[config.mk]
export PLATFORM = sky130hd
export DESIGN_NAME = register_file_mp
export DESIGN_NICKNAME = d
export VERILOG_FILES = /design/src/rtl/regfile_pkg.sv /design/src/rtl/regfile_scoreboard.sv /design/src/rtl/register_file_mp.sv
export SDC_FILE = /design/constraint.sdc
export NUM_CORES = 2
export LEC_CHECK = 0
export ABC_AREA = 1
export CAP_MARGIN = 25
export CORE_AREA = 8 8 579 581
export CTS_BUF_LIST = sky130_fd_sc_hd__clkbuf_4 sky130_fd_sc_hd__clkbuf_8
export DETAILED_ROUTE_END_ITERATION = 8
export DIE_AREA = 0 0 587 589
export MAX_ROUTING_LAYER = met4
export PLACE_DENSITY_LB_ADDON = 0.2
export SLEW_MARGIN = 0
export SYNTH_ARGS = -nofsm -noshare
export SYNTH_HDL_FRONTEND = slang
export SYNTH_SLANG_ARGS = --single-unit
[constraint.sdc]
create_clock -name clk -period 7.4 [get_ports clk]
set_input_delay 1.11 -clock clk [delete_from_list [all_inputs] [get_ports clk]]
set_output_delay 1.11 -clock clk [all_outputs]
set_load 0.01 [all_outputs]
[src/rtl/regfile_pkg.sv]
// Shared types and helpers for the multi-ported register file and its scoreboard.
package regfile_pkg;

  localparam int DEFAULT_DATA_WIDTH = 64;

  typedef logic [DEFAULT_DATA_WIDTH-1:0] reg_word_t;

  localparam reg_word_t REG_ZERO = '0;

  // Address width needed to name every register; never narrower than one bit.
  function automatic int addr_width(input int num_regs);
    return (num_regs > 2) ? $clog2(num_regs) : 1;
  endfunction

endpackage

[src/rtl/regfile_scoreboard.sv]
// Per-register busy bits: set by the issue-stage reserve, cleared by any writeback.
// r0 can never be busy.
module regfile_scoreboard
  import regfile_pkg::*;
#(
  parameter int NUM_REGS = 32,
  parameter int ADDR_W   = 5
) (
  input  logic                clk,
  input  logic                reset,
  input  logic                rsv_en,
  input  logic [ADDR_W-1:0]   rsv_addr,
  input  logic [NUM_REGS-1:0] clr,
  output logic [NUM_REGS-1:0] busy,
  output logic [NUM_REGS-1:0] busy_next
);

  // A reserve is applied after the clear, so a new reservation survives a retiring writer.
  always_comb begin
    busy_next = busy & ~clr;
    for (int r = 1; r < NUM_REGS; r++) begin
      busy_next[r] = busy_next[r] | (rsv_en && (rsv_addr == ADDR_W'(r)));
    end
    busy_next[0] = 1'b0;
  end

  // Scoreboard state register.
  always_ff @(posedge clk) begin
    if (reset) begin
      busy <= {NUM_REGS{1'b0}};
    end else begin
      busy <= busy_next;
    end
  end

endmodule

[src/rtl/register_file_mp.sv]
// Multi-ported register file with write-first bypass, hardwired-zero r0,
// registered read ports and an integrated busy scoreboard.
module register_file_mp
  import regfile_pkg::*;
#(
  parameter int  BUS_DATA_WIDTH = 64,
  parameter int  NUM_REGS       = 32,
  parameter int  NUM_READ       = 2,
  parameter int  NUM_WRITE      = 1,
  localparam int ADDR_W         = addr_width(NUM_REGS)
) (
  input  logic                                clk,
  input  logic                                reset,
  input  logic [NUM_READ*ADDR_W-1:0]          rd_addr,
  output logic [NUM_READ*BUS_DATA_WIDTH-1:0]  rd_data,
  output logic [NUM_READ-1:0]                 rd_busy,
  input  logic [NUM_WRITE-1:0]                wr_en,
  input  logic [NUM_WRITE*ADDR_W-1:0]         wr_addr,
  input  logic [NUM_WRITE*BUS_DATA_WIDTH-1:0] wr_data,
  input  logic                                rsv_en,
  input  logic [ADDR_W-1:0]                   rsv_addr,
  output logic [NUM_REGS-1:0]                 busy
);

  logic [BUS_DATA_WIDTH-1:0]          mem [NUM_REGS];
  logic [NUM_WRITE-1:0]               wr_valid;
  logic [NUM_REGS-1:0]                clr;
  logic [NUM_REGS-1:0]                busy_next;
  logic [NUM_READ*BUS_DATA_WIDTH-1:0] rd_data_next;
  logic [NUM_READ-1:0]                rd_busy_next;

  // Real storage only: excludes r0 and addresses beyond NUM_REGS.
  function automatic logic reg_valid(input logic [ADDR_W-1:0] a);
    return (a != {ADDR_W{1'b0}}) && (int'(a) < NUM_REGS);
  endfunction

  // Qualify writes and build the per-register scoreboard clear vector.
  always_comb begin
    clr = {NUM_REGS{1'b0}};
    for (int j = 0; j < NUM_WRITE; j++) begin
      wr_valid[j] = wr_en[j] && reg_valid(wr_addr[j*ADDR_W +: ADDR_W]);
    end
    for (int r = 0; r < NUM_REGS; r++) begin
      for (int j = 0; j < NUM_WRITE; j++) begin
        clr[r] = clr[r] | (wr_valid[j] && (wr_addr[j*ADDR_W +: ADDR_W] == ADDR_W'(r)));
      end
    end
  end

  regfile_scoreboard #(
    .NUM_REGS (NUM_REGS),
    .ADDR_W   (ADDR_W)
  ) u_scoreboard (
    .clk       (clk),
    .reset     (reset),
    .rsv_en    (rsv_en),
    .rsv_addr  (rsv_addr),
    .clr       (clr),
    .busy      (busy),
    .busy_next (busy_next)
  );

  // Storage array; later write ports are applied last so the highest index wins.
  always_ff @(posedge clk) begin
    if (reset) begin
      for (int r = 0; r < NUM_REGS; r++) begin
        mem[r] <= BUS_DATA_WIDTH'(REG_ZERO);
      end
    end else begin
      for (int j = 0; j < NUM_WRITE; j++) begin
        if (wr_valid[j]) begin
          mem[wr_addr[j*ADDR_W +: ADDR_W]] <= wr_data[j*BUS_DATA_WIDTH +: BUS_DATA_WIDTH];
        end
      end
    end
  end

  // Per-port read mux with write-first bypass, scanned in port order for the same priority.
  always_comb begin
    rd_data_next = {(NUM_READ*BUS_DATA_WIDTH){1'b0}};
    rd_busy_next = {NUM_READ{1'b0}};
    for (int i = 0; i < NUM_READ; i++) begin : g_read
      logic [ADDR_W-1:0]         a;
      logic [BUS_DATA_WIDTH-1:0] word;
      a    = rd_addr[i*ADDR_W +: ADDR_W];
      word = reg_valid(a) ? mem[a] : BUS_DATA_WIDTH'(REG_ZERO);
      for (int j = 0; j < NUM_WRITE; j++) begin
        word = (wr_valid[j] && (wr_addr[j*ADDR_W +: ADDR_W] == a)) ?
               wr_data[j*BUS_DATA_WIDTH +: BUS_DATA_WIDTH] : word;
      end
      rd_data_next[i*BUS_DATA_WIDTH +: BUS_DATA_WIDTH] = word;
      rd_busy_next[i] = reg_valid(a) ? busy_next[a] : 1'b0;
    end
  end

  // Output registers: no combinational path from inputs to outputs.
  always_ff @(posedge clk) begin
    if (reset) begin
      rd_data <= {(NUM_READ*BUS_DATA_WIDTH){1'b0}};
      rd_busy <= {NUM_READ{1'b0}};
    end else begin
      rd_data <= rd_data_next;
      rd_busy <= rd_busy_next;
    end
  end

endmodule
# [Word-level counts from Yosys, hierarchy flattened]
# Memory sizes are Yosys's and may differ from the RTL's.
# Cells that the tools add are included.
[op_classes] n_lt_le_gt_ge=2 eq_ne=64 n_mux=16 bitwise=35 n_reduce_logical=73
[ops] cell="64-bit two-way mux" n=5
[ops] cell="5-bit equality test, second input constant" n=32
[ops] cell="5-bit by 4-bit equality test with 1-bit output, second input constant" n=16
[ops] cell="1-bit logical AND" n=66
[ops] cell="64-bit OR reduction" n=1
[ops] cell="5-bit by 3-bit equality test with 1-bit output, second input constant" n=8
[ops] cell="32-bit AND" n=1
[ops] cell="32-bit inverter" n=1
[ops] cell="1-bit OR" n=31
[ops] cell="5-bit by 2-bit equality test with 1-bit output, second input constant" n=4
[ops] cell="5-bit nonzero test" n=3
[ops] cell="5-bit by 6-bit < comparator with 1-bit output, second input constant" n=2
[ops] cell="1-bit binary-select mux with 5-bit select" n=2
[ops] cell="5-bit by 1-bit equality test with 1-bit output, second input constant" n=2
[ops] cell="5-bit equality test" n=2
[ops] cell="1-bit two-way mux" n=8
[ops] cell="5-bit zero test" n=1
[ops] cell="5-bit two-way mux" n=1
[ops] cell="2-bit OR reduction" n=2
[ops] cell="1-bit inverter" n=2
[totals] ff_bits=162 ram_bits=2048 input_bits=88 mem_count=1
[mem_list] memory="mem" words=32 word_bits=64 rd=2 rd_clocked_by_memory_dff=0 wr=32 line="register_file_mp.sv:25" text="logic [BUS_DATA_WIDTH-1:0] mem [NUM_REGS];"

# [Logic depth before layout (Yosys ltp)]
[depth] depth_word=8 depth_mapped=15 ltp_nobuf=14

# [Hierarchy]
# A second synthesis with hierarchy kept.
[hier_totals] cells_unflattened=15244 area_unflattened_um2=119876.2
[by_module_without_submodules] module="register_file_mp" instances=1 cells_per_inst=15031 area_each_um2=118454.9 seq_area_each_um2=64101.5
[by_module_without_submodules] module="regfile_scoreboard" instances=1 cells_per_inst=213 area_each_um2=1421.4 seq_area_each_um2=620.6

# [Least setup slack after synthesis]
# OpenSTA, ideal clock, no wires.
[synth_timing] path_type="in2reg" startpoint="input port wr_addr[0]" endpoint="memory mem[10][0], enable pin" setup_ns=0.690 arrival_time_ns=3.411 path_slack_ns=3.299 stages=9 n_path_buf=3 path_cell_list="buf_2 > nor2_2 > nand3_2 > nand2_4 > inv_1 > nand4_1 > buf_2 > buf_2 > nand2_1"
[synth_lines] item="start: declaration" line="register_file_mp.sv:18" text="input logic [NUM_WRITE*ADDR_W-1:0] wr_addr,"
[synth_lines] item="end: declaration" line="register_file_mp.sv:25"

==> flow_summary_export.csv <==
group,metric,value,unit
critical_path,max_stage_delay,780,ps
critical_path,end_kind,"flop",
global_route,grt_pass1_vias,95900,
min_path,hold_class,"input port to flop",
synthesis,synth_compound_gate_area_share,18.1,%
power,p_per_area,237,mW/mm2
route,ant_nets,0,
critical_path,crit_chain,"clkdlybuf4s50_1 > inv_2 > nand3_2 > nand2_4 > inv_1 > nand4_1 > buf_4 > nand2_4 > buf_4",
cts,h-tree-depth,5,
synthesis,synth_top_area_share,54.1,%
critical_path,start_kind,"input port",
timing,min_period_over_period,62.5,%
power,p_leak,47.2,nW
cts,postCtsResizedCells,0,
route,avgRoutedWirePerCell,29.9,um
cts,cts_buffers,392,
timing,finalMaxSlewViolations,0,
timing,timing.final.crit_period,4630,ps
route,dr_total_vias,103000,
power,power,30.5,mW
power,ir_drop,0.000132,V
synthesis,syn_area,0.114,mm2
global_route,antenna_found_initial,29,
status,outcome,"complete, no violations",
global_route,grt_util_all_layers,29.1,%
global_route,grt_max_degree,250,
cts,clk_latency,1140,ps
floorplan,start_util,34.9,%
route,routed_via_density,5.98,
critical_path,crit_type,"input port to flop",
floorplan,row_count,210,
cts,root_buffer,"clkbuf_8",
timing,finalSetupTns,0,ps
cts,cts_hold_buf,0,
cts,cts_tree,"yes",
route,drc_errors,0,
finish,final_nets,12600,
global_route,overflow,0,
synthesis,synth_fa_ha_area_share,0,%
critical_path,cpMaxStageDelayCell,"nand2_4",
finish,fillers,32500,
synthesis,synth_top_family_by_area,"compound AO/OA/AOI/OAI gates",
cts,clk_path_buf_depth,4,
timing,worstMarginPinSlew,1300,ps
place,place.gp.congestion,0.881,
timing,fin_skew,109,ps
synthesis,yosys.area.top_type,"edfxtp_1",
floorplan,fp.coreArea,0.326,mm2
synthesis,synth_xor_area_share,0.0693,%
timing,finalSetupViolCount,0,
finish,drive_above_1_share,7.70,%
cts,cts.reportedPaths.clkPinSlew,60,ps
timing,grt_setup_unrepaired,"false",
synthesis,synth.area.mux_share,0,%
timing,relSlewSlack,13.2,%
critical_path,worstPathRequired,8050,ps
place,dp_hpwl,276000,um
critical_path,cp_max_fo,34,
synthesis,syn_area_per_cell,8.90,um2
synthesis,yosys_warnings,0,
timing,fin_hold_ws,425,ps
floorplan,chipHeight,589,um
route,detail_route.first_pass.iterations,6,
finish,areaGrowthSynthToFinish,12.9,%
critical_path,cp.arrival,5280,ps
flow_run,max_cap_viol_count,0,
floorplan,fp.dieW,587,um
cts,post-cts-setup-buffer-count,0,
global_route,grt_pass1_wl,718000,um
cts,cts_num_sinks,2209,
place,io_buffers,248,
min_path,min_path_cells,2,
synthesis,yosysSeqAreaShare,56.9,%
synthesis,synthCells,12800,
route,first_iter_violations,15100,
floorplan,top_level_ports,250,
timing,fmax,216,MHz
critical_path,path_buf_inv,5,
critical_path,cp.depth,9,
critical_path,critPathTopFamily,"buffers and inverters",
timing,final_hold_viol_count,0,
route,routed_wl,514000,um
synthesis,synth.distinct_cells,33,
floorplan,die-area,0.346,mm2
synthesis,yosys.area_share.simple,17.1,%
critical_path,reg2regPathDepth,8,
synthesis,synth_area_leaders,"edfxtp_1 (54%), nor2_1 (7.8%), a21oi_1 (6.6%)",
synthesis,synth_seq_cells,2209,
## cell type report
type | instances | area, um2 | share of cell area [%]
multi-input cells | 8389 | 40800 | 31.8
inverters | 953 | 3660 | 2.85
clock inverters | 154 | 970 | 0.755
clock buffers | 555 | 6850 | 5.34
flip-flops and latches | 2209 | 64700 | 50.4
repair buffers | 530 | 5870 | 4.57
well taps | 4346 | 5440 | 4.24
diodes | 19 | 47.5 | 0.0370
## sequential cells by signal, indices dropped and copies added, names as in the netlist
| signal | flops |
|---|---|
| rd_data | 128 |
| u_scoreboard.busy | 31 |
| rd_busy | 2 |
| mem | 2048 |
## worst register-to-register path, cell delays in order, from the launching register on
cell and delay [ps]:
edfxtp_1 330, inv_1 50, a21oi_1 110, o21ai_0 120
nand3_1 130, nand3_1 110, nand3_1 160, nand3_1 110
a21oi_1 660
## stage by stage
stage / util [%] / std cells / setup WS [ps] / instance area (um2)
floorplan: - / 12800 / 3300 / 114000
global placement: 36.7 / 16400 / 1890 / 119000
detailed placement: 36.9 / 16400 / 1810 / 120000
CTS: 39.3 / 17100 / 2930 / 128000
global route: 39.4 / 17200 / 2730 / 128000
finish: 39.4 / 17200 / 2770 / 128000
## routing by layer
| metal | GRT usage [%] | routed length, um |
|---|---|---|
| met3 | 6.05 | 59700 |
| met5 | - | 0 |
| met4 | 14.8 | 30600 |
| met1 | 37.6 | 200000 |
| met2 | 43.3 | 223000 |
## final timing paths
kind / start / end / slack (ps)
min: reset / rd_data[106] / 430
max: wr_addr[4] / mem[6][45] / 2770
min reg2reg: u_scoreboard.busy[9] / u_scoreboard.busy[9] / 580
max reg2reg: mem[1][1] / rd_data[65] / 5410
## power by group
group / internal, mW / switching [mW]
Combinational: 1.03 / 2.93
Clock: 6.26 / 5.57
Sequential: 14.4 / 0.313
## cells by family after synthesis
kind of cell | Yosys count
flops | 2209
other cells | 1
compound gates | 3673
simple gates | 4642
buf+inv | 2233
xor+xnor | 9
## Yosys cell counts, drive strengths merged
library cell  instances
nor2               2361
edfxtp             2048
a21oi              1501
o21ai              1432
nand3              1314
inv                 952
nand2               873
clkbuf              829
o211ai              474
buf                 451
o2111ai             162
dfxtp               161
o221ai               99
nand4                89
xnor2                 5
a31oi                 4
xor2                  4
nor3                  3
nor4                  2
clkinv                1
conb                  1
o21bai                1
## layout by cell type, fill, tap and decap left out, types with 87 or more instances in the layout
cell / synthesis / final
clkinv_1: 1 / 98
clkbuf_8: 0 / 429
clkdlybuf4s50_1: 0 / 237
nand4_1: 87 / 87
nand3_1: 1305 / 1292
o211ai_1: 474 / 474
o21ai_0: 1318 / 1318
a21oi_1: 1501 / 1501
o221ai_1: 99 / 99
o21ai_1: 114 / 114
nand2_1: 872 / 838
nor2_1: 2355 / 2355
edfxtp_1: 2048 / 2048
buf_4: 25 / 206
inv_1: 945 / 939
dfxtp_1: 161 / 161
o2111ai_1: 162 / 162
clkbuf_4: 0 / 126
(Power assumes the default switching activity.)
